==> src/rtl/scdaq_pkg.sv <==
// Shared types and default sizing for the single-channel DAQ readout path.
package scdaq_pkg;

  localparam int NSAMPLES_DEF     = 512;
  localparam int PRECISION_DEF    = 14;
  localparam int RDO_ADD_BLEN_DEF = 9;

  typedef enum logic [1:0] {
    ST_IDLE,
    ST_REQUEST,
    ST_STREAM,
    ST_RELEASE
  } rdo_state_t;

endpackage

==> src/rtl/scdaq_rdo_skid.sv <==
// Two-entry skid FIFO carrying {index, last, data} towards the output stream.
// The head entry drives the stream outputs directly; flush discards everything.
module scdaq_rdo_skid #(
  parameter int DW = 24
) (
  input  logic          i_clk,
  input  logic          i_rst_n,
  input  logic          i_flush,
  input  logic          i_push,
  input  logic [DW-1:0] i_din,
  input  logic          i_pop,
  output logic [1:0]    o_occ,
  output logic          o_valid,
  output logic [DW-1:0] o_dout
);

  logic [DW-1:0] r_mem [2];
  logic          r_wptr;
  logic          r_rptr;
  logic [1:0]    r_count;

  always_ff @(posedge i_clk or negedge i_rst_n) begin
    if (!i_rst_n) begin
      r_mem[0] <= '0;
      r_mem[1] <= '0;
      r_wptr   <= 1'b0;
      r_rptr   <= 1'b0;
      r_count  <= 2'd0;
    end else if (i_flush) begin
      r_wptr  <= 1'b0;
      r_rptr  <= 1'b0;
      r_count <= 2'd0;
    end else begin
      if (i_push) begin
        r_mem[r_wptr] <= i_din;
        r_wptr        <= ~r_wptr;
      end
      if (i_pop) begin
        r_rptr <= ~r_rptr;
      end
      r_count <= r_count + 2'(i_push) - 2'(i_pop);
    end
  end

  assign o_occ   = r_count;
  assign o_valid = (r_count != 2'd0);
  assign o_dout  = r_mem[r_rptr];

endmodule

==> src/rtl/scdaq_rdo_master.sv <==
// Readout initiator: requests a frame from the channel buffer, reads addresses
// 0..NSAMPLES-1 and streams the samples out with index/last tags.
//
// state      | meaning
// IDLE       | no transaction, waiting for Start or Continuous
// REQUEST    | RDO_Req high, waiting for the buffer to acknowledge
// STREAM     | issuing addresses, capturing samples, streaming them out
// RELEASE    | RDO_Req low, waiting for the buffer to drop RDO_Ack
module scdaq_rdo_master
  import scdaq_pkg::*;
#(
  parameter int NSAMPLES     = NSAMPLES_DEF,
  parameter int PRECISION    = PRECISION_DEF,
  parameter int RDO_ADD_BLEN = RDO_ADD_BLEN_DEF
) (
  input  logic                    i_RDO_Clock,
  input  logic                    i_Reset_n,
  input  logic                    i_Start,
  input  logic                    i_Continuous,
  output logic                    o_Busy,
  output logic                    o_Error,
  output logic                    o_RDO_Req,
  input  logic                    i_RDO_Ack,
  output logic [RDO_ADD_BLEN-1:0] o_RDO_Add,
  input  logic [PRECISION-1:0]    i_RDO_Q,
  output logic                    o_RDO_Done,
  output logic [PRECISION-1:0]    o_Out_Data,
  output logic [RDO_ADD_BLEN-1:0] o_Out_Index,
  output logic                    o_Out_Last,
  output logic                    o_Out_Valid,
  input  logic                    i_Out_Ready
);

  localparam int DW = RDO_ADD_BLEN + 1 + PRECISION;

  rdo_state_t              r_state;
  rdo_state_t              w_next;
  logic [RDO_ADD_BLEN:0]   r_idx;
  logic [RDO_ADD_BLEN-1:0] r_add;
  logic                    r_f1;
  logic                    r_f2;
  logic [RDO_ADD_BLEN-1:0] r_f2_idx;
  logic                    r_done;
  logic                    r_err;

  logic                    w_issue;
  logic                    w_capture;
  logic                    w_abort;
  logic                    w_xfer;
  logic                    w_last_xfer;
  logic                    w_all_issued;
  logic [2:0]              w_pending;
  logic                    w_room;
  logic [1:0]              w_occ;
  logic                    w_skid_valid;
  logic [DW-1:0]           w_skid_din;
  logic [DW-1:0]           w_head;

  assign w_xfer       = w_skid_valid & i_Out_Ready;
  assign w_last_xfer  = w_xfer & o_Out_Last;
  assign w_all_issued = r_idx[RDO_ADD_BLEN];

  // r_f1: address on RDO_Add, sample arrives next cycle.
  // r_f2: sample sitting on RDO_Q. RDO_Add is held while no new address is
  // issued, so an uncaptured sample stays on RDO_Q and acts as a third slot;
  // that is what lets the 2-entry skid sustain one sample per cycle.
  assign w_pending = 3'(w_occ) + 3'(r_f1) + 3'(r_f2);
  assign w_room    = (w_pending - 3'(w_xfer)) <= 3'd2;

  always_ff @(posedge i_RDO_Clock or negedge i_Reset_n) begin
    if (!i_Reset_n) begin
      r_state <= ST_IDLE;
    end else begin
      r_state <= w_next;
    end
  end

  always_comb begin
    w_next    = r_state;
    w_issue   = 1'b0;
    w_capture = 1'b0;
    w_abort   = 1'b0;
    unique case (r_state)
      ST_IDLE: begin
        if (i_Start || i_Continuous) w_next = ST_REQUEST;
      end
      ST_REQUEST: begin
        if (i_RDO_Ack) begin
          w_issue = 1'b1;
          w_next  = ST_STREAM;
        end
      end
      ST_STREAM: begin
        if (w_last_xfer) begin
          w_next = ST_RELEASE;
        end else if (!i_RDO_Ack) begin
          w_abort = 1'b1;
          w_next  = ST_RELEASE;
        end else begin
          w_issue   = !w_all_issued && w_room;
          w_capture = r_f2 && ((w_occ != 2'd2) || w_xfer);
        end
      end
      ST_RELEASE: begin
        if (!i_RDO_Ack) w_next = i_Continuous ? ST_REQUEST : ST_IDLE;
      end
      default: w_next = ST_IDLE;
    endcase
  end

  always_ff @(posedge i_RDO_Clock or negedge i_Reset_n) begin
    if (!i_Reset_n) begin
      r_idx    <= '0;
      r_add    <= '0;
      r_f1     <= 1'b0;
      r_f2     <= 1'b0;
      r_f2_idx <= '0;
      r_done   <= 1'b0;
      r_err    <= 1'b0;
    end else begin
      r_done <= w_last_xfer;
      r_err  <= w_abort;
      if (r_state == ST_IDLE || r_state == ST_RELEASE || w_abort) begin
        r_idx <= '0;
        r_f1  <= 1'b0;
        r_f2  <= 1'b0;
      end else begin
        if (w_issue) begin
          r_add <= r_idx[RDO_ADD_BLEN-1:0];
          r_idx <= r_idx + 1'b1;
        end
        r_f1 <= w_issue;
        if (r_f1) begin
          r_f2     <= 1'b1;
          r_f2_idx <= r_add;
        end else if (w_capture) begin
          r_f2 <= 1'b0;
        end
      end
    end
  end

  assign w_skid_din = {r_f2_idx, (r_f2_idx == RDO_ADD_BLEN'(NSAMPLES - 1)), i_RDO_Q};

  scdaq_rdo_skid #(
    .DW(DW)
  ) u_skid (
    .i_clk   (i_RDO_Clock),
    .i_rst_n (i_Reset_n),
    .i_flush (w_abort),
    .i_push  (w_capture),
    .i_din   (w_skid_din),
    .i_pop   (w_xfer),
    .o_occ   (w_occ),
    .o_valid (w_skid_valid),
    .o_dout  (w_head)
  );

  assign o_Out_Valid = w_skid_valid;
  assign o_Out_Data  = w_head[PRECISION-1:0];
  assign o_Out_Last  = w_head[PRECISION];
  assign o_Out_Index = w_head[DW-1 -: RDO_ADD_BLEN];
  assign o_RDO_Add   = r_add;
  assign o_RDO_Req   = (r_state == ST_REQUEST) || (r_state == ST_STREAM);
  assign o_Busy      = (r_state != ST_IDLE);
  assign o_RDO_Done  = r_done;
  assign o_Error     = r_err;

endmodule

==> config.mk <==
export PLATFORM = sky130hd
export DESIGN_NAME = scdaq_rdo_master
export DESIGN_NICKNAME = d
export VERILOG_FILES = /design/src/rtl/scdaq_pkg.sv /design/src/rtl/scdaq_rdo_skid.sv /design/src/rtl/scdaq_rdo_master.sv
export SDC_FILE = /design/constraint.sdc
export NUM_CORES = 1
export LEC_CHECK = 0
export ABC_CLOCK_PERIOD_IN_PS = 8540
export CELL_PAD_IN_SITES_DETAIL_PLACEMENT = 1
export CELL_PAD_IN_SITES_GLOBAL_PLACEMENT = 1
export CORE_ASPECT_RATIO = 1.4
export CORE_MARGIN = 8
export CORE_UTILIZATION = 50
export CTS_BUF_LIST = sky130_fd_sc_hd__clkbuf_4
export DETAILED_ROUTE_END_ITERATION = 10
export PLACE_DENSITY_LB_ADDON = 0.1
export SYNTH_ARGS = -nofsm -noshare
export SYNTH_HDL_FRONTEND = slang
export SYNTH_SLANG_ARGS = --single-unit
==> constraint.sdc <==
create_clock -name i_RDO_Clock -period 8.54 [get_ports i_RDO_Clock]
set_clock_uncertainty 0.1 [all_clocks]
set_input_delay 1.281 -clock i_RDO_Clock [delete_from_list [all_inputs] [get_ports i_RDO_Clock]]
set_output_delay 1.281 -clock i_RDO_Clock [all_outputs]
set_load 0.05 [all_outputs]
==> impl_metrics.tcl <==
set metrics [dict create \
    vias_per_cell 5.51 \
    cts.path.max_buffers 2 \
    finalSetupTns_ns 0 \
    endpoint_kind "flop" \
    worst-path-max-fanout 16 \
    grt_usage_pct 16.2 \
    relSlewSlack_pct 28.7 \
    fp.dieArea_um2 11300 \
    num_antenna_cells 0 \
    hold_ws_ns 0.420 \
    wl_per_cell_um 18.6 \
    path_depth 12 \
    row_count 39 \
    crit_buf_inv 3 \
    slowest_stage "or2_1" \
    setup.worst_path.class "in2reg" \
    outcome "finished, final reports clean" \
    grt_max_degree 87 \
    die_y_um 122 \
    path_delay_family "adder cells" \
    clk_latency_ns 0.43 \
    fin_crit_ns 4.44 \
    ys_ff_latch 86 \
    vias 2529 \
    cts_tree "built" \
    hold_class "reg2reg" \
    drive_above_1_share_pct 31.9 \
    fin_area_um2 4810 \
    drt_pre_antenna_iters 4 \
    synth-main-ff-cell "dfrtp_1" \
    gp_congestion 0.878 \
    cts_sinks 86 \
    start_util_pct 50.5 \
    coreArea_um2 8000 \
    crit_path_start_kind "input port" \
    grt_overflow 0 \
    area_growth_pct 18.9 \
    antenna_found_initial 0 \
    die_x_um 92.0 \
    worst_ir_drop_vdd_uv 255 \
    p_per_area_nw_per_um2 264 \
    post-cts-setup-buffer-count 0 \
    hpwl_um 6020 \
    async_flop_share_pct 100 \
    yosysSeqAreaShare_pct 53.2 \
    ys_types 40 \
    leakagePower_uw 0.00231 \
    holdPathStages 1 \
    ctsResizeCount 0 \
    critPathMaxStageDelay_ns 0.53 \
    cts_buffers 9 \
    max_freq_mhz 225 \
    grt_pass1_vias 2779 \
    dpl_cell_area_um2 4680 \
    dpl_worst_slack_ns 3.65 \
    finalSetupViolCount 0 \
    synth_area_um2 4040 \
    ant_nets 0 \
    max_slew.worst_pin.slew_ns 1.07 \
    regArea_um2 2150 \
    final_nets 384 \
    crit_required_ns 8.77 \
    io_buffers 57 \
    pin_count 58 \
    path_cells "clkdlybuf4s50_1, o21a_1, ha_1, inv_1, fa_1, inv_1, fa_1, nor2b_1, nor3_1, a21oi_2, or2_1, mux2_2" \
    first_iter_violations 121 \
    timing.final.ws_setup_ns 4.10 \
    cts_hold_buffers 0 \
    grt_pass1_wl_um 14500 \
    drv_cap 0 \
    period_share_pct 52.0 \
    rsz0062_at_grt "false" \
    final_max_slew_viol_count 0 \
    synth-edff-count 0 \
    avgSynthCellArea_um2 13.8 \
    netlist_instances 294 \
    drc_errors 0 \
    root_buffer "clkbuf_4" \
    clk_pin_slew_worst_paths_ns 0.12 \
    h-tree-depth 3 \
    r2r_cells 11 \
    multiInputGateArea_um2 1770 \
    arrival_ns 4.67 \
    wl_um 8550 \
    nFillCells 807 \
    synth_warnings 0 \
    synth_fp_nets 325 \
    hold_violations 0 \
    power.total_uw 1270 \
]
[path summary, 6_finish.rpt]
kind	startpoint	to	slack, ns
worst min-delay path	u_skid.r_mem[27]	u_skid.r_mem[27]	0.42
min in group asynchronous	i_Reset_n	u_skid.r_mem[6]	0.93
worst min register to register	u_skid.r_mem[27]	u_skid.r_mem[27]	0.42
worst max register to register	u_skid.o_occ[1]	o_RDO_Add[4]	4.75
max in group asynchronous	i_Reset_n	u_skid.r_wptr	6.73
worst max-delay path	i_Out_Ready	o_RDO_Add[4]	4.10
[metal layers]
metal,track usage [%],part of all wire (%),up-vias
met5,0,0,-
met4,7.68,2.0,0
met3,3.92,4.2,14
met2,27.4,50,49
met1,18.9,44,1303
li1,-,-,1163
[cells by family after synthesis]
group                      share of synthesized area (%)
muxes                                               27.3
DFF                                                 53.2
and+or+nand+nor                                     7.12
AOI/OAI and AO/OA                                   4.73
buffers and inverters                               3.00
adders and majority gates                           3.77
xor gates and xnor gates                           0.866
[sequential cells by signal, summed over array words and instances, names as in the netlist, 2 cells and up]
signal	flops
r_state	2
r_idx	10
o_RDO_Add	9
u_skid.r_mem	48
r_f2_idx	9
u_skid.o_occ	2
[power by group]
part | switching, µW | internal, µW
clock | 131 | 89.2
combinational | 318 | 212
sequential | 51.9 | 465
[cell usage after synthesis (2+ instances only)]
| cell type | instances | area share [%] |
|---|---|---|
| dfrtp_1 | 86 | 53 |
| mux2_2 | 70 | 19 |
| mux2_4 | 21 | 7.8 |
| inv_1 | 11 | 1.0 |
| o21ai_0 | 10 | 1.2 |
| ha_1 | 9 | 2.8 |
| nand2_1 | 9 | 0.84 |
| a21oi_1 | 8 | 0.99 |
| or3_1 | 7 | 1.1 |
| nand4_1 | 6 | 0.93 |
| buf_2 | 4 | 0.50 |
| buf_6 | 4 | 1.1 |
| clkbuf_1 | 4 | 0.37 |
| nor2_1 | 4 | 0.37 |
| and2_1 | 3 | 0.46 |
| nand3_1 | 3 | 0.37 |
| nor2b_1 | 3 | 0.46 |
| o211ai_1 | 3 | 0.56 |
| and3_1 | 2 | 0.31 |
| fa_1 | 2 | 0.99 |
| nand2b_1 | 2 | 0.31 |
| nor3_1 | 2 | 0.25 |
| or2_1 | 2 | 0.31 |
| xnor2_1 | 2 | 0.43 |
| xor2_1 | 2 | 0.43 |
[cell type report]
class	instances	share of cell area, %
flip-flops and latches	86	44.8
multi-input cells	185	36.8
repair buffers	60	12.3
well taps	102	2.65
clock buffers	10	1.56
clock inverters	5	1.07
inverters	11	0.859
[cells in the final DEF (no fill, tap or decap), types with 4 or more instances in the layout]
| cell | count |
|---|---|
| a21oi_1 | 8 |
| buf_4 | 4 |
| clkbuf_4 | 10 |
| clkdlybuf4s50_1 | 56 |
| dfrtp_1 | 86 |
| ha_1 | 9 |
| inv_1 | 11 |
| mux2_2 | 70 |
| mux2_4 | 21 |
| nand2_1 | 9 |
| nand4_1 | 6 |
| nor2_1 | 4 |
| o21ai_0 | 10 |
| or3_1 | 7 |
[metrics by stage]
stage / cells / util [%]
floorplan: 294 / -
finish: 459 / 60.1
detailed placement: 444 / 58.5
global route: 459 / 60.1
global placement: 444 / 58.5
CTS: 459 / 60.1
Power figures use the tool's default switching activity.
